--- config.mk ---
export PLATFORM = sky130hd
export DESIGN_NAME = apb4_to_reg_cut
export DESIGN_NICKNAME = d
export VERILOG_FILES = /design/src/rtl/apb_reg_pkg.sv /design/src/rtl/apb4_to_reg_cut.sv
export SDC_FILE = /design/constraint.sdc
export NUM_CORES = 1
export LEC_CHECK = 0
export ABC_AREA = 1
export CORE_ASPECT_RATIO = 1.2
export CORE_MARGIN = 2
export CORE_UTILIZATION = 42
export CTS_BUF_LIST = sky130_fd_sc_hd__clkbuf_4
export CTS_CLUSTER_DIAMETER = 80
export DETAILED_ROUTE_END_ITERATION = 8
export GPL_TIMING_DRIVEN = 0
export PLACE_DENSITY = 0.87
export SETUP_SLACK_MARGIN = 0.05
export SLEW_MARGIN = 30
export SYNTH_ARGS = -nofsm -noshare
export SYNTH_HDL_FRONTEND = slang
export SYNTH_SLANG_ARGS = --single-unit
--- constraint.sdc ---
create_clock -name clk_i -period 1.7 [get_ports clk_i]
set_input_delay 0.255 -clock clk_i [delete_from_list [all_inputs] [get_ports clk_i]]
set_output_delay 0.255 -clock clk_i [all_outputs]
set_load 0.05 [all_outputs]
--- src/rtl/apb_reg_pkg.sv ---
// Shared types for the APB4 to REG_BUS cut bridge.
// Bridge FSM states and the address alignment helper.
package apb_reg_pkg;

  typedef enum logic [1:0] {
    IDLE = 2'd0,
    REQ  = 2'd1,
    RESP = 2'd2
  } state_e;

  // Number of byte-offset address LSBs for a data word of dw bits.
  function automatic int unsigned align_lsbs(int unsigned dw);
    return (dw / 8 > 1) ? $clog2(dw / 8) : 0;
  endfunction

endpackage

--- src/rtl/apb4_to_reg_cut.sv ---
// APB4 completer to REG_BUS request/response bridge, registered both ways.
// Ports: clk_i/rst_ni; APB psel/penable/pwrite/paddr/pwdata/pstrb in,
// prdata/pready/pslverr out; REG addr/write/wdata/wstrb/valid out,
// rdata/ready/error in. Optional bus-hang timeout and misalign error.
import apb_reg_pkg::*;

module apb4_to_reg_cut #(
  parameter int unsigned AddrWidth     = 32,
  parameter int unsigned DataWidth     = 32,
  parameter int unsigned TimeoutCycles = 0,
  parameter bit          CheckAlign    = 1'b1,
  localparam int unsigned StrbWidth    = DataWidth / 8
) (
  input  logic                 clk_i,
  input  logic                 rst_ni,
  input  logic                 psel_i,
  input  logic                 penable_i,
  input  logic                 pwrite_i,
  input  logic [AddrWidth-1:0] paddr_i,
  input  logic [DataWidth-1:0] pwdata_i,
  input  logic [StrbWidth-1:0] pstrb_i,
  output logic [DataWidth-1:0] prdata_o,
  output logic                 pready_o,
  output logic                 pslverr_o,
  output logic [AddrWidth-1:0] reg_addr_o,
  output logic                 reg_write_o,
  output logic [DataWidth-1:0] reg_wdata_o,
  output logic [StrbWidth-1:0] reg_wstrb_o,
  output logic                 reg_valid_o,
  input  logic [DataWidth-1:0] reg_rdata_i,
  input  logic                 reg_ready_i,
  input  logic                 reg_error_i
);

  localparam int unsigned AlignLsbs = align_lsbs(DataWidth);

  state_e state_q, state_d;

  logic [AddrWidth-1:0] addr_q;
  logic                 write_q;
  logic [DataWidth-1:0] wdata_q;
  logic [StrbWidth-1:0] wstrb_q;
  logic [DataWidth-1:0] rdata_q;
  logic                 err_q;

  logic access;
  logic misalign;
  logic timeout;

  // Setup phase (psel without penable) never launches a request.
  assign access = psel_i & penable_i;

  if (CheckAlign && AlignLsbs > 0) begin : g_align
    assign misalign = |paddr_i[AlignLsbs-1:0];
  end else begin : g_no_align
    assign misalign = 1'b0;
  end

  if (TimeoutCycles != 0) begin : g_to
    localparam int unsigned CntW = $clog2(TimeoutCycles + 1);
    logic [CntW-1:0] cnt_q;

    // Held at zero outside REQ, so every REQ entry starts from zero.
    always_ff @(posedge clk_i or negedge rst_ni) begin
      if (!rst_ni) begin
        cnt_q <= '0;
      end else if (state_q != REQ) begin
        cnt_q <= '0;
      end else if (!reg_ready_i &&
                   cnt_q != CntW'(TimeoutCycles)) begin
        cnt_q <= cnt_q + 1'b1;
      end
    end

    // Ready in the expiry cycle takes priority.
    assign timeout = !reg_ready_i &&
                     (cnt_q == CntW'(TimeoutCycles - 1));
  end else begin : g_no_to
    assign timeout = 1'b0;
  end

  always_comb begin
    state_d = state_q;
    unique case (state_q)
      IDLE: begin
        if (access) state_d = misalign ? RESP : REQ;
      end
      REQ: begin
        if (reg_ready_i || timeout) state_d = RESP;
      end
      RESP:    state_d = IDLE;
      default: state_d = IDLE;
    endcase
  end

  always_ff @(posedge clk_i or negedge rst_ni) begin
    if (!rst_ni) begin
      state_q <= IDLE;
    end else begin
      state_q <= state_d;
    end
  end

  always_ff @(posedge clk_i or negedge rst_ni) begin
    if (!rst_ni) begin
      addr_q  <= '0;
      write_q <= 1'b0;
      wdata_q <= '0;
      wstrb_q <= '0;
      rdata_q <= '0;
      err_q   <= 1'b0;
    end else if (state_q == IDLE && access) begin
      addr_q  <= paddr_i;
      write_q <= pwrite_i;
      wdata_q <= pwdata_i;
      wstrb_q <= pwrite_i ? pstrb_i : '0;
      rdata_q <= '0;
      err_q   <= misalign;
    end else if (state_q == REQ) begin
      if (reg_ready_i) begin
        rdata_q <= write_q ? '0 : reg_rdata_i;
        err_q   <= reg_error_i;
      end else if (timeout) begin
        rdata_q <= '0;
        err_q   <= 1'b1;
      end
    end
  end

  assign reg_valid_o = (state_q == REQ);
  assign reg_addr_o  = addr_q;
  assign reg_write_o = write_q;
  assign reg_wdata_o = wdata_q;
  assign reg_wstrb_o = wstrb_q;

  assign pready_o  = (state_q == RESP);
  assign prdata_o  = pready_o ? rdata_q : '0;
  assign pslverr_o = pready_o & err_q;

endmodule

# After elaboration in Yosys (flattened, before gate mapping)

Cells that the tools add are included.

Multiplexer cells: 13
Equality and inequality tests: 4
Reduce and logical (&&, ||, !) cells: 7
Bitwise operators: 2

Operators with widths:

| kind                 | count |
|---|---|
| $mux W32             | 5 |
| $mux W2              | 3 |
| $mux W4              | 1 |
| $pmux W2 S2          | 1 |
| $reduce_and A2 Y1    | 2 |
| $reduce_bool A2 Y1   | 2 |
| $mux W1              | 3 |
| $and A1 B1 Y1        | 2 |
| $eq A2 B1 Y1 const B | 1 |
| $eq A2 B2 Y1 const B | 1 |
| $logic_not A2 Y1     | 1 |
| $ne A2 B1 Y1 const B | 1 |
| $ne A2 B2 Y1 const B | 1 |
| $reduce_or A2 Y1     | 1 |
| $logic_and A1 B1 Y1  | 1 |

Input port bits: 107
Word-level logic and storage cells: 33
Output and inout port bits: 104
Register bits: 104

# Longest topological paths before layout

Gate-level depths: netlist of run 1.

Depth after elaboration: 4
Depth in mapped cells: 9
Depth with buffers taken out: 7

# Worst setup path after synthesis of run 1

Ideal clock, no wire load.

Path kind: reg2out
Start point: register state_q[0]
End point: output prdata_o[21]
Slack: -781 ps
Stages on the path, launching flop included: 5
Arrival time: 2226 ps
Data required time: 1445 ps
Cell sequence: dfrtp_1 > nor2_1 > inv_1 > buf_1 > nor2_1

Word-level cells in the longest chain between the ends: 2

Ends and longest elaborated chain:

| what                   | line                   | text |
|---|---|---|
| from (decl)            | apb4_to_reg_cut.sv:37  | `state_e state_q, state_d;` |
| from (signal assigned) | apb4_to_reg_cut.sv:100 | `state_q <= state_d;` |
| $eq A2 B2 Y1           | apb4_to_reg_cut.sv:136 | `assign pready_o = (state_q == RESP);` |
| via pready_o           | apb4_to_reg_cut.sv:23  | `output logic pready_o,` |
| $mux W32               | apb4_to_reg_cut.sv:137 | `assign prdata_o = pready_o ? rdata_q : '0;` |
| to (decl)              | apb4_to_reg_cut.sv:22  | `output logic [DataWidth-1:0] prdata_o,` |

The timed path passes the listed nets, and every way through them passes these cells.

# Worst setup path in the final report of run 1

Start point: register state_q[0]
End point: output prdata_o[18]

Word-level cells in the longest chain between the ends: 2

Ends and longest elaborated chain:

| what         | line |
|---|---|
| $eq A2 B2 Y1 | apb4_to_reg_cut.sv:136 |
| $mux W32     | apb4_to_reg_cut.sv:137 |

Every way passes these cells.

==> flow_results.xml, run 1 <==
<?xml version="1.0" encoding="UTF-8"?>
<metrics>
  <group name="sta">
    <metric name="slew_headroom" unit="">0.654</metric>
    <metric name="fin_crit_sh" unit="">1.11</metric>
    <metric name="max_clock_freq" unit="MHz">531</metric>
    <metric name="fin_worst_skew" unit="ns">0.0139</metric>
    <metric name="worstMarginPinSlew" unit="ns">0.521</metric>
    <metric name="finalMaxSlewViolations" unit="">0</metric>
    <metric name="timing.final.hold_violations" unit="">0</metric>
    <metric name="grt_setup_unrepaired" unit="">true</metric>
    <metric name="setup_slack" unit="ns">-0.182</metric>
    <metric name="finalCriticalPeriod" unit="ns">1.88</metric>
    <metric name="setup_violations" unit="">32</metric>
  </group>
  <group name="drt">
    <metric name="route.detailed.vias_per_inst" unit="">4.90</metric>
    <metric name="dr.first_iter.drc_count" unit="">151</metric>
    <metric name="route.detailed.drc" unit="">0</metric>
    <metric name="via_count" unit="">4328</metric>
    <metric name="wl_per_cell" unit="µm">15.1</metric>
    <metric name="wirelength_met1" unit="mm">5.03</metric>
    <metric name="met3_wirelength" unit="µm">794</metric>
    <metric name="final_antenna_net_count" unit="">0</metric>
    <metric name="top_layer_used" unit="">met4</metric>
    <metric name="met2RoutedLength" unit="mm">7.23</metric>
    <metric name="route.final.wire_length" unit="mm">13.4</metric>
    <metric name="firstDrtPassIters" unit="">4</metric>
  </group>
  <group name="worst_setup_path">
    <metric name="required" unit="ns">1.44</metric>
    <metric name="path_max_fanout" unit="">10</metric>
    <metric name="cp_cell_sequence" unit="">nor2_4 -&gt; inv_6 -&gt; buf_12 -&gt; nor2_4 -&gt; buf_6</metric>
    <metric name="cp_common_cell" unit="">sky130_fd_sc_hd__nor2_4</metric>
    <metric name="timing.critical_path.depth" unit="">5</metric>
    <metric name="cp_data_arrival_time" unit="ns">1.63</metric>
    <metric name="timing.reg2reg.worst_path_depth" unit="">9</metric>
    <metric name="end_kind" unit="">primary output</metric>
    <metric name="path_buf_inv" unit="">3</metric>
    <metric name="crit_path_max_incr_delay" unit="ns">0.45</metric>
    <metric name="crit_path_top_delay_cell" unit="">sky130_fd_sc_hd__dfrtp_2</metric>
    <metric name="timing.critical_path.max_delay_family" unit="">flip-flops</metric>
    <metric name="timing.setup.critical_path_class" unit="">reg2out</metric>
    <metric name="critical_path.startpoint_type" unit="">flop</metric>
  </group>
  <group name="cts">
    <metric name="numCtsBuffers" unit="">9</metric>
    <metric name="clock_path_buffers" unit="">2</metric>
    <metric name="cts_sinks" unit="">104</metric>
    <metric name="worst_setup_hold_path_clk_slew" unit="ns">0.14</metric>
    <metric name="tritoncts" unit="">yes</metric>
    <metric name="clock_insertion_delay_worst_skew" unit="ns">0.45</metric>
    <metric name="clock_tree.root_cell" unit="">sky130_fd_sc_hd__clkbuf_4</metric>
    <metric name="clock_tree.htree_level_count" unit="">3</metric>
  </group>
  <group name="placement">
    <metric name="place.gp.congestion" unit="">0.787</metric>
    <metric name="detailed_place_hpwl" unit="mm">9.85</metric>
    <metric name="place.detailed.instances" unit="">859</metric>
    <metric name="placement.io_buffers" unit="">210</metric>
    <metric name="preCtsSetupSlack" unit="ns">-0.547</metric>
  </group>
  <group name="yosys">
    <metric name="yosys.cell_types.count" unit="">16</metric>
    <metric name="synthesis.area_per_instance" unit="µm²">8.29</metric>
    <metric name="most_frequent_cell_after_synthesis" unit="">sky130_fd_sc_hd__nand2_1</metric>
    <metric name="synth_edf_count" unit="">0</metric>
    <metric name="synth.cell_area" unit="µm²">4330</metric>
    <metric name="syn_inst" unit="">522</metric>
    <metric name="synth_top_cell_by_area" unit="">sky130_fd_sc_hd__dfrtp_1</metric>
    <metric name="async_flop_share" unit="">1.00</metric>
    <metric name="top_cells_by_count_synth" unit="">sky130_fd_sc_hd__nand2_1, sky130_fd_sc_hd__dfrtp_1, sky130_fd_sc_hd__inv_1</metric>
    <metric name="yosysWarnings" unit="">0</metric>
    <metric name="sequential_to_total_area_share_from_yosys_stat" unit="">0.601</metric>
    <metric name="syn-num-nets" unit="">629</metric>
    <metric name="synth.ff_latch_count" unit="">104</metric>
    <metric name="yosys_most_used_dff" unit="">sky130_fd_sc_hd__dfrtp_1</metric>
    <metric name="yosys-top-cells-area" unit="">sky130_fd_sc_hd__dfrtp_1, sky130_fd_sc_hd__nand2_1, sky130_fd_sc_hd__nand4_1</metric>
    <metric name="yosysTopAreaCellShare" unit="">0.601</metric>
  </group>
  <group name="power_and_ir_drop">
    <metric name="worst_ir_drop_on_vdd" unit="µV">736</metric>
    <metric name="cellPowerDensity" unit="nW/µm²">987</metric>
    <metric name="static_power_due_to_leakage" unit="nW">3.52</metric>
  </group>
  <group name="final_layout">
    <metric name="instances_no_fill" unit="">884</metric>
    <metric name="finalNetCount" unit="">860</metric>
    <metric name="drive_gt1_frac" unit="">0.201</metric>
    <metric name="finalCoreUtilization" unit="">0.706</metric>
    <metric name="fillers" unit="">719</metric>
    <metric name="layout-area-overhead-vs-synth" unit="%">63.3</metric>
    <metric name="insertedDiodeCount" unit="">0</metric>
  </group>
  <group name="floorplan">
    <metric name="initial_standard_cell_utilization_of_the_core" unit="">0.433</metric>
    <metric name="chipWidth" unit="µm">96.7</metric>
    <metric name="die_area" unit="µm²">11100</metric>
    <metric name="placement_rows" unit="">40</metric>
    <metric name="height_of_the_chip" unit="µm">115</metric>
    <metric name="io-pin-count" unit="">211</metric>
    <metric name="standard_cell_core_area" unit="µm²">10000</metric>
  </group>
  <group name="global_route">
    <metric name="antenna_found_initial" unit="">0</metric>
    <metric name="grt_first_pass_wirelength" unit="mm">21.4</metric>
    <metric name="grt_pass1_vias" unit="">4395</metric>
    <metric name="largest_net_degree_at_the_start_of_global_routing" unit="">65</metric>
    <metric name="groute.usage.overall" unit="">0.240</metric>
    <metric name="grt_overflow" unit="">0</metric>
  </group>
  <group name="status">
    <metric name="failing_checks" unit="">negative setup slack</metric>
    <metric name="outcome" unit="">finished with violations</metric>
  </group>
  <group name="hold_path">
    <metric name="hp-class" unit="">in2async</metric>
  </group>
  <group name="flow_run">
    <metric name="max-cap-violations" unit="">0</metric>
  </group>
</metrics>
-- registers in the layout (all words and copies together), names as in the netlist --
name and count:
state_q 2, reg_wstrb_o 4, rdata_q 32, reg_addr_o 32, reg_wdata_o 32, reg_write_o 1, err_q 1
-- layout make-up --
class,instances,area [µm²],share of cell area
Sequential cell,104,2600,0.368
Tap cell,126,158,0.0223
Timing Repair Buffer,220,2190,0.310
Buffer,30,226,0.0320
Clock inverter,5,23.8,0.00336
Clock buffer,11,82.6,0.0117
Inverter,42,163,0.0230
Multi-Input combinational cell,346,1620,0.230
-- worst register-to-register path: cells and delay by family (launching register included) --
kind          cells  cell delay, ns
simple gates      4            0.37
buf+inv           5            0.72
flops             1            0.45
-- stage by stage --
| step | instance area, µm² | hold WS (ns) | power, mW | setup TNS (ns) |
|---|---|---|---|---|
| 6_report | 7070 | 0.277 | 6.98 | -4.53 |
| 5_1_grt | 7070 | 0.294 | 7.31 | -6.66 |
| 4_1_cts | 7070 | 0.253 | 7.02 | -5.67 |
| 3_5_place_dp | 6760 | 0.188 | 6.04 | -14.26 |
| 3_3_place_gp | 6730 | 0.463 | 5.96 | -359.48 |
| 2_1_floorplan | 4470 | -0.0406 | 4.83 | -2.24 |
-- power by group --
| group | switching [mW] | internal, mW | total (mW) |
|---|---|---|---|
| registers | 0.213 | 2.85 | 3.06 |
| logic | 1.98 | 0.856 | 2.84 |
| clock network | 0.760 | 0.322 | 1.08 |
| total | 2.95 | 4.02 | 6.98 |
-- worst paths after layout --
kind,slack (ns),from,endpoint
hold / removal,0.28,rst_ni,rdata_q[5]
setup / recovery,-0.18,state_q[0],prdata_o[18]
max in group asynchronous,0.78,rst_ni,reg_addr_o[25]
min in group clk_i,0.32,pwdata_i[27],reg_wdata_o[27]
hold reg to reg,0.50,reg_wdata_o[23],reg_wdata_o[23]
setup reg to reg,0.12,state_q[0],reg_addr_o[10]
-- metal layers --
metal / vias to the layer above / track usage
met3: 26 / 0.0492
met5: - / 0
met2: 167 / 0.444
met4: 0 / 0.100
met1: 2086 / 0.272
li1: 2049 / -
-- timing repair --
item,CTS,global route
pin swaps,2,1
setup buffers,3,4
hold endpoints to repair,40,0
endpoints found under the setup margin,104,155
gates cloned,1,0
gates resized for setup,394,58
hold buffers,1,0
-- cell usage in the layout, fill, tap and decap left out, drive strengths merged --
| cell type | synthesis | layout |
|---|---|---|
| buf | 25 | 70 |
| nor2 | 36 | 36 |
| clkbuf | 5 | 37 |
| clkinv | 0 | 5 |
| dlygate4sd3 | 0 | 1 |
| clkdlybuf4s50 | 0 | 105 |
| nand4 | 28 | 28 |
| dfrtp | 104 | 104 |
| inv | 42 | 42 |
| nand3 | 7 | 7 |
| dlygate4sd2 | 0 | 5 |
| nand2 | 264 | 264 |
| clkdlybuf4s15 | 0 | 43 |
| o21ai | 11 | 11 |
-- kinds of logic (layout without fill, tap and decap cells) --
| family | Yosys count | in the layout | synth area share |
|---|---|---|---|
| AOI/OAI and AO/OA | 11 | 11 | 0.0127 |
| buffers and inverters | 72 | 308 | 0.0757 |
| DFF | 104 | 104 | 0.601 |
| and+or+nand+nor | 335 | 335 | 0.310 |
(Power assumes the default switching activity.)
==> inputs of run 2 (changes only) <==
--- a/config.mk
+++ b/config.mk
@@ -5,15 +5,14 @@
 export SDC_FILE = /design/constraint.sdc
 export NUM_CORES = 1
 export LEC_CHECK = 0
-export ABC_AREA = 1
 export CORE_ASPECT_RATIO = 1.2
 export CORE_MARGIN = 2
-export CORE_UTILIZATION = 42
+export CORE_UTILIZATION = 41
 export CTS_BUF_LIST = sky130_fd_sc_hd__clkbuf_4
 export CTS_CLUSTER_DIAMETER = 80
 export DETAILED_ROUTE_END_ITERATION = 8
 export GPL_TIMING_DRIVEN = 0
-export PLACE_DENSITY = 0.87
+export PLACE_DENSITY = 0.86
 export SETUP_SLACK_MARGIN = 0.05
 export SLEW_MARGIN = 30
 export SYNTH_ARGS = -nofsm -noshare
==> flow_results.xml, run 2 <==
<?xml version="1.0" encoding="UTF-8"?>
<metrics>
  <group name="worst_setup_path">
    <metric name="path_max_fanout" unit="">5</metric>
    <metric name="cp_data_arrival_time" unit="ns">1.59</metric>
    <metric name="timing.setup.critical_path_class" unit="">reg2out</metric>
    <metric name="required" unit="ns">1.44</metric>
    <metric name="end_kind" unit="">primary output</metric>
    <metric name="critical_path.startpoint_type" unit="">flop</metric>
  </group>
  <group name="yosys">
    <metric name="synth.cell_area" unit="µm²">4110</metric>
    <metric name="yosysTopAreaCellShare" unit="">0.634</metric>
    <metric name="synth.ff_latch_count" unit="">104</metric>
    <metric name="syn-num-nets" unit="">523</metric>
    <metric name="synth_edf_count" unit="">0</metric>
    <metric name="yosys-top-cells-area" unit="">sky130_fd_sc_hd__dfrtp_1, sky130_fd_sc_hd__nand2_1, sky130_fd_sc_hd__a22o_1</metric>
    <metric name="yosysWarnings" unit="">0</metric>
    <metric name="top_cells_by_count_synth" unit="">sky130_fd_sc_hd__nand2_1, sky130_fd_sc_hd__dfrtp_1, sky130_fd_sc_hd__and2_1</metric>
    <metric name="most_frequent_cell_after_synthesis" unit="">sky130_fd_sc_hd__nand2_1</metric>
    <metric name="synthesis.area_per_instance" unit="µm²">9.87</metric>
    <metric name="sequential_to_total_area_share_from_yosys_stat" unit="">0.634</metric>
    <metric name="yosys.cell_types.count" unit="">21</metric>
    <metric name="async_flop_share" unit="">1.00</metric>
    <metric name="synth_top_cell_by_area" unit="">sky130_fd_sc_hd__dfrtp_1</metric>
    <metric name="syn_inst" unit="">416</metric>
    <metric name="yosys_most_used_dff" unit="">sky130_fd_sc_hd__dfrtp_1</metric>
  </group>
  <group name="cts">
    <metric name="clock_insertion_delay_worst_skew" unit="ns">0.44</metric>
    <metric name="cts_sinks" unit="">104</metric>
    <metric name="clock_tree.root_cell" unit="">sky130_fd_sc_hd__clkbuf_4</metric>
    <metric name="clock_tree.htree_level_count" unit="">3</metric>
    <metric name="tritoncts" unit="">yes</metric>
    <metric name="worst_setup_hold_path_clk_slew" unit="ns">0.15</metric>
    <metric name="clock_path_buffers" unit="">2</metric>
    <metric name="numCtsBuffers" unit="">9</metric>
  </group>
  <group name="final_layout">
    <metric name="insertedDiodeCount" unit="">0</metric>
    <metric name="area.sequential" unit="µm²">2600</metric>
    <metric name="drive_gt1_frac" unit="">0.192</metric>
    <metric name="layout.cells.most_common_list" unit="">sky130_fd_sc_hd__nand2_1, sky130_fd_sc_hd__clkdlybuf4s50_1, sky130_fd_sc_hd__dfrtp_1, sky130_fd_sc_hd__clkdlybuf4s15_1</metric>
    <metric name="layout-area-overhead-vs-synth" unit="%">61.1</metric>
    <metric name="fillers" unit="">760</metric>
    <metric name="multiInputGateArea" unit="µm²">1410</metric>
    <metric name="finalNetCount" unit="">753</metric>
    <metric name="instances_no_fill" unit="">777</metric>
    <metric name="mostFrequentLayoutCell" unit="">sky130_fd_sc_hd__nand2_1</metric>
  </group>
  <group name="global_route">
    <metric name="grt_overflow" unit="">0</metric>
    <metric name="groute.usage.overall" unit="">0.223</metric>
    <metric name="largest_net_degree_at_the_start_of_global_routing" unit="">55</metric>
    <metric name="grt_pass1_vias" unit="">3868</metric>
    <metric name="grt_first_pass_wirelength" unit="mm">18.9</metric>
    <metric name="antenna_found_initial" unit="">0</metric>
  </group>
  <group name="sta">
    <metric name="slew_headroom" unit="">0.643</metric>
    <metric name="setup_violations" unit="">33</metric>
    <metric name="finalCriticalPeriod" unit="ns">1.85</metric>
    <metric name="fin_crit_sh" unit="">1.09</metric>
    <metric name="max_clock_freq" unit="MHz">542</metric>
    <metric name="timing.final.hold_violations" unit="">0</metric>
    <metric name="grt_setup_unrepaired" unit="">true</metric>
    <metric name="worstMarginPinSlew" unit="ns">0.538</metric>
    <metric name="finalMaxSlewViolations" unit="">0</metric>
    <metric name="setup_slack" unit="ns">-0.146</metric>
    <metric name="fin_worst_skew" unit="ns">0.0170</metric>
  </group>
  <group name="placement">
    <metric name="place.gp.congestion" unit="">0.780</metric>
    <metric name="detailed_place_hpwl" unit="mm">8.79</metric>
    <metric name="placement.io_buffers" unit="">210</metric>
    <metric name="place.detailed.instances" unit="">753</metric>
  </group>
  <group name="hold_path">
    <metric name="hp-class" unit="">in2async</metric>
  </group>
  <group name="drt">
    <metric name="route.detailed.drc" unit="">0</metric>
    <metric name="firstDrtPassIters" unit="">5</metric>
    <metric name="via_count" unit="">3729</metric>
    <metric name="final_antenna_net_count" unit="">0</metric>
    <metric name="route.detailed.vias_per_inst" unit="">4.80</metric>
    <metric name="route.final.wire_length" unit="mm">11.8</metric>
    <metric name="wl_per_cell" unit="µm">15.2</metric>
    <metric name="dr.first_iter.drc_count" unit="">157</metric>
  </group>
  <group name="floorplan">
    <metric name="height_of_the_chip" unit="µm">114</metric>
    <metric name="die_area" unit="µm²">10800</metric>
    <metric name="standard_cell_core_area" unit="µm²">9860</metric>
    <metric name="chipWidth" unit="µm">95.4</metric>
    <metric name="io-pin-count" unit="">211</metric>
    <metric name="initial_standard_cell_utilization_of_the_core" unit="">0.417</metric>
    <metric name="placement_rows" unit="">40</metric>
  </group>
  <group name="power_and_ir_drop">
    <metric name="worst_ir_drop_on_vdd" unit="µV">753</metric>
    <metric name="static_power_due_to_leakage" unit="nW">3.40</metric>
    <metric name="report.power.total" unit="mW">6.88</metric>
    <metric name="cellPowerDensity" unit="nW/µm²">1040</metric>
  </group>
  <group name="status">
    <metric name="failing_checks" unit="">negative setup slack</metric>
    <metric name="outcome" unit="">finished with violations</metric>
  </group>
  <group name="flow_run">
    <metric name="max-cap-violations" unit="">0</metric>
  </group>
</metrics>
[run 2: cells by family after synthesis]
group,Yosys count,synth area share
AO/OA/AOI/OAI,37,0.0780
buffers and inverters,26,0.0329
flip-flops,104,0.634
AND/OR/NAND/NOR,249,0.256
[run 2: path summary, 6_finish.rpt]
path / start / endpoint / slack (ns) / cells after the start
max: state_q[0] / pslverr_o / -0.15 / 5
min reg2reg: reg_wstrb_o[3] / reg_wstrb_o[3] / 0.48 / 2
max reg2reg: state_q[0] / rdata_q[24] / 0.11 / 6
min: rst_ni / rdata_q[19] / 0.31 / 2
max in group asynchronous: rst_ni / reg_wdata_o[24] / 0.72 / 3
min in group clk_i: paddr_i[9] / reg_addr_o[9] / 0.33 / 3
[run 2: worst max-delay path, cell delays in order (launching register included)]
cell and delay (ns):
sky130_fd_sc_hd__dfrtp_1 0.45, sky130_fd_sc_hd__nor2b_4 0.20, sky130_fd_sc_hd__buf_4 0.15, sky130_fd_sc_hd__buf_4 0.09
sky130_fd_sc_hd__and2_4 0.13, sky130_fd_sc_hd__buf_8 0.14
[run 2: layout make-up]
type | instances | share of cell area
inverter | 1 | 0.000567
multi-input combinational | 286 | 0.212
tap | 126 | 0.0238
buffer | 25 | 0.0270
clock buffer | 12 | 0.0136
sequential | 104 | 0.393
clock inverter | 4 | 0.00681
timing repair buffer | 219 | 0.323
[run 2: routing by layer]
layer | up-vias | GRT usage | routed length [µm]
li1 | 1778 | - | -
met1 | 1802 | 0.261 | 4500
met2 | 131 | 0.387 | 6180
met3 | 18 | 0.0674 | 953
met4 | 0 | 0.0781 | 197
met5 | - | 0 | 0
[run 2: power by group]
| group | internal [mW] | switching, mW | leakage, nW | total, mW |
|---|---|---|---|---|
| Combinational | 0.807 | 1.77 | 1.99 | 2.57 |
| Sequential | 2.84 | 0.207 | 1.34 | 3.05 |
| Clock | 0.492 | 0.763 | 0.0726 | 1.25 |
[run 2: repair_timing]
item	in CTS	in global routing
pin swaps	1	0
setup endpoints to repair	104	191
gates resized for setup	346	102
setup buffers	4	3
endpoints found under the hold margin	53	0
hold buffers	1	0
[run 2: per-stage QoR]
step	util	worst slack [ns]	setup TNS [ns]	area (µm²)	hold slack, ns
after global routing	0.671	-0.238	-6.77	6620	0.283
after floorplan	-	0.0787	0	4120	-0.0406
final	0.671	-0.146	-3.84	6620	0.313
after global placement	0.647	-3.37	-370.19	6380	0.453
after detailed placement	0.650	-0.670	-22.25	6410	0.248
after CTS	0.672	-0.181	-5.08	6620	0.295
==> inputs of run 3 (changes only) <==
--- a/config.mk
+++ b/config.mk
@@ -5,6 +5,7 @@
 export SDC_FILE = /design/constraint.sdc
 export NUM_CORES = 1
 export LEC_CHECK = 0
+export CAP_MARGIN = 0
 export CORE_ASPECT_RATIO = 1.2
 export CORE_MARGIN = 2
 export CORE_UTILIZATION = 41
@@ -12,6 +13,7 @@
 export CTS_CLUSTER_DIAMETER = 80
 export DETAILED_ROUTE_END_ITERATION = 8
 export GPL_TIMING_DRIVEN = 0
+export MAX_ROUTING_LAYER = met4
 export PLACE_DENSITY = 0.86
 export SETUP_SLACK_MARGIN = 0.05
 export SLEW_MARGIN = 30
==> constraint.sdc (replaced) <==
create_clock -name clk_i -period 1.7 [get_ports clk_i]
set_input_delay 0.255 -clock clk_i [delete_from_list [all_inputs] [get_ports clk_i]]
set_output_delay 0.255 -clock clk_i [all_outputs]
set_load 0.01 [all_outputs]
==> flow_results.xml, run 3 (same netlist as run 2, synthesis figures left out) <==
<?xml version="1.0" encoding="UTF-8"?>
<metrics>
  <group name="placement">
    <metric name="placement.io_buffers" unit="">210</metric>
    <metric name="detailed_place_hpwl" unit="mm">8.90</metric>
    <metric name="preCtsSetupSlack" unit="ns">-0.453</metric>
    <metric name="place.gp.congestion" unit="">0.800</metric>
    <metric name="place.detailed.instances" unit="">753</metric>
    <metric name="post_dp_cell_area" unit="µm²">6400</metric>
  </group>
  <group name="power_and_ir_drop">
    <metric name="static_power_due_to_leakage" unit="nW">3.85</metric>
    <metric name="clock_power_share" unit="">0.207</metric>
    <metric name="worst_ir_drop_on_vdd" unit="µV">630</metric>
    <metric name="report.power.total" unit="mW">5.96</metric>
    <metric name="seq_power_share" unit="">0.510</metric>
    <metric name="power.switching" unit="mW">1.75</metric>
    <metric name="p_int" unit="mW">4.21</metric>
    <metric name="cellPowerDensity" unit="nW/µm²">863</metric>
    <metric name="power.share.switching" unit="">0.294</metric>
    <metric name="share_comb_of_total_power" unit="">0.283</metric>
  </group>
  <group name="worst_setup_path">
    <metric name="end_kind" unit="">primary output</metric>
    <metric name="cp_data_arrival_time" unit="ns">1.70</metric>
    <metric name="crit_path_top_delay_cell" unit="">sky130_fd_sc_hd__dfrtp_1</metric>
    <metric name="crit-reg2reg-capture" unit="">rdata_q[20]</metric>
    <metric name="path_max_fanout" unit="">6</metric>
    <metric name="path_buf_inv" unit="">5</metric>
    <metric name="rrSetupSlack" unit="ns">0.01</metric>
    <metric name="crit_path_max_incr_delay" unit="ns">0.43</metric>
    <metric name="required" unit="ns">1.44</metric>
    <metric name="critical_path.startpoint_type" unit="">flop</metric>
    <metric name="timing.critical_path.max_delay_family" unit="">buffers and inverters</metric>
    <metric name="cp_common_cell" unit="">sky130_fd_sc_hd__buf_6</metric>
    <metric name="timing.setup.critical_path_class" unit="">reg2out</metric>
    <metric name="cp_cell_sequence" unit="">nor2b_4 -&gt; buf_12 -&gt; buf_8 -&gt; buf_6 -&gt; buf_6 -&gt; and2_4 -&gt; buf_6</metric>
    <metric name="r2r_start" unit="">state_q[0]</metric>
    <metric name="timing.reg2reg.worst_path_depth" unit="">7</metric>
  </group>
  <group name="final_layout">
    <metric name="layout.cells.most_common_list" unit="">sky130_fd_sc_hd__nand2_1, sky130_fd_sc_hd__clkdlybuf4s50_1, sky130_fd_sc_hd__dfrtp_1, sky130_fd_sc_hd__dlygate4sd2_1, sky130_fd_sc_hd__buf_6</metric>
    <metric name="finalCoreUtilization" unit="">0.700</metric>
    <metric name="mostFrequentLayoutCell" unit="">sky130_fd_sc_hd__nand2_1</metric>
    <metric name="layout-area-overhead-vs-synth" unit="%">68.1</metric>
    <metric name="final_design_area_no_fill" unit="µm²">6900</metric>
    <metric name="finalNetCount" unit="">769</metric>
    <metric name="instances_no_fill" unit="">793</metric>
    <metric name="drive_gt1_frac" unit="">0.189</metric>
    <metric name="insertedDiodeCount" unit="">0</metric>
  </group>
  <group name="cts">
    <metric name="cts_sinks" unit="">104</metric>
    <metric name="clock_tree.root_cell" unit="">sky130_fd_sc_hd__clkbuf_4</metric>
    <metric name="tritoncts" unit="">yes</metric>
    <metric name="worst_setup_hold_path_clk_slew" unit="ns">0.14</metric>
    <metric name="clock_insertion_delay_worst_skew" unit="ns">0.43</metric>
    <metric name="clock_path_buffers" unit="">2</metric>
    <metric name="numCtsBuffers" unit="">9</metric>
    <metric name="clock_tree.htree_level_count" unit="">3</metric>
  </group>
  <group name="sta">
    <metric name="max_clock_freq" unit="MHz">513</metric>
    <metric name="fin_worst_skew" unit="ns">0.0111</metric>
    <metric name="finalCriticalPeriod" unit="ns">1.95</metric>
    <metric name="hold-worst-slack" unit="ns">0.318</metric>
    <metric name="grt_setup_unrepaired" unit="">true</metric>
    <metric name="finalMaxSlewViolations" unit="">0</metric>
    <metric name="slew_headroom" unit="">0.690</metric>
    <metric name="setup_total_negative_slack" unit="ns">-5.26</metric>
    <metric name="setup_violations" unit="">34</metric>
    <metric name="fin_crit_sh" unit="">1.15</metric>
    <metric name="setup_slack" unit="ns">-0.251</metric>
    <metric name="worstMarginPinSlew" unit="ns">0.465</metric>
    <metric name="timing.final.hold_violations" unit="">0</metric>
  </group>
  <group name="status">
    <metric name="outcome" unit="">finished with violations</metric>
    <metric name="failing_checks" unit="">negative setup slack</metric>
  </group>
  <group name="global_route">
    <metric name="grt_first_pass_wirelength" unit="mm">19.9</metric>
    <metric name="groute.usage.overall" unit="">0.245</metric>
    <metric name="antenna_found_initial" unit="">0</metric>
    <metric name="grt_overflow" unit="">0</metric>
    <metric name="largest_net_degree_at_the_start_of_global_routing" unit="">56</metric>
    <metric name="grt_pass1_vias" unit="">4034</metric>
  </group>
  <group name="floorplan">
    <metric name="chipWidth" unit="µm">95.4</metric>
    <metric name="placement_rows" unit="">40</metric>
    <metric name="io-pin-count" unit="">211</metric>
    <metric name="standard_cell_core_area" unit="µm²">9860</metric>
    <metric name="initial_standard_cell_utilization_of_the_core" unit="">0.417</metric>
    <metric name="height_of_the_chip" unit="µm">114</metric>
    <metric name="die_area" unit="µm²">10800</metric>
  </group>
  <group name="drt">
    <metric name="dr.first_iter.drc_count" unit="">157</metric>
    <metric name="route.detailed.vias_per_inst" unit="">4.88</metric>
    <metric name="wl_per_cell" unit="µm">16.0</metric>
    <metric name="firstDrtPassIters" unit="">4</metric>
    <metric name="route.detailed.drc" unit="">0</metric>
    <metric name="final_antenna_net_count" unit="">0</metric>
    <metric name="route.final.wire_length" unit="mm">12.7</metric>
    <metric name="via_count" unit="">3868</metric>
  </group>
  <group name="hold_path">
    <metric name="hp-class" unit="">in2async</metric>
  </group>
  <group name="flow_run">
    <metric name="max-cap-violations" unit="">0</metric>
  </group>
</metrics>
## run 3: area by class of cell
class	instances	area, µm²
sequential	104	2600
fill	714	2960
inverter	1	3.75
timing repair buffer	235	2390
multi-input combinational	287	1460
clock inverter	6	60.1
clock buffer	10	75.1
tap	126	158
buffer	24	161
## run 3: metal layers
layer,vias up,share of wire,GRT usage
li1,1808,-,-
met1,1879,0.40,0.278
met2,158,0.52,0.431
met3,23,0.059,0.0429
met4,0,0.020,0.0857
met5,-,0,-
## run 3: how the worst max path moves through the flow
| stage | to | slack [ns] | start | depth (start not counted) |
|---|---|---|---|---|
| after floorplan | prdata_o[22] | 0.32 | state_q[0] | 3 |
| final | prdata_o[2] | -0.25 | state_q[1] | 7 |
| after global routing | prdata_o[2] | -0.33 | state_q[1] | 7 |
| after CTS | prdata_o[8] | -0.30 | state_q[0] | 6 |
| after detailed placement | prdata_o[7] | -0.45 | state_q[0] | 4 |
| after global placement | reg_wdata_o[13] | -3.41 | rst_ni | 1 |
## run 3: what timing repair did
item                       in CTS  in global routing
hold endpoints to repair       49                  0
resized for setup             259                 51
buffers inserted               18                  2
setup endpoints to repair      80                160
hold buffers                    1                  0
gates cloned                    4                  0
pin swaps                      32                 10
## run 3: power by group through the flow
stage	Sequential [mW]	Clock (mW)	Combinational [mW]
after CTS	3.04	1.29	1.70
after global routing	3.08	1.41	1.83
final	3.04	1.24	1.68
after floorplan	3.22	0	0.438
after detailed placement	3.09	0	1.72
after global placement	3.08	0	1.67
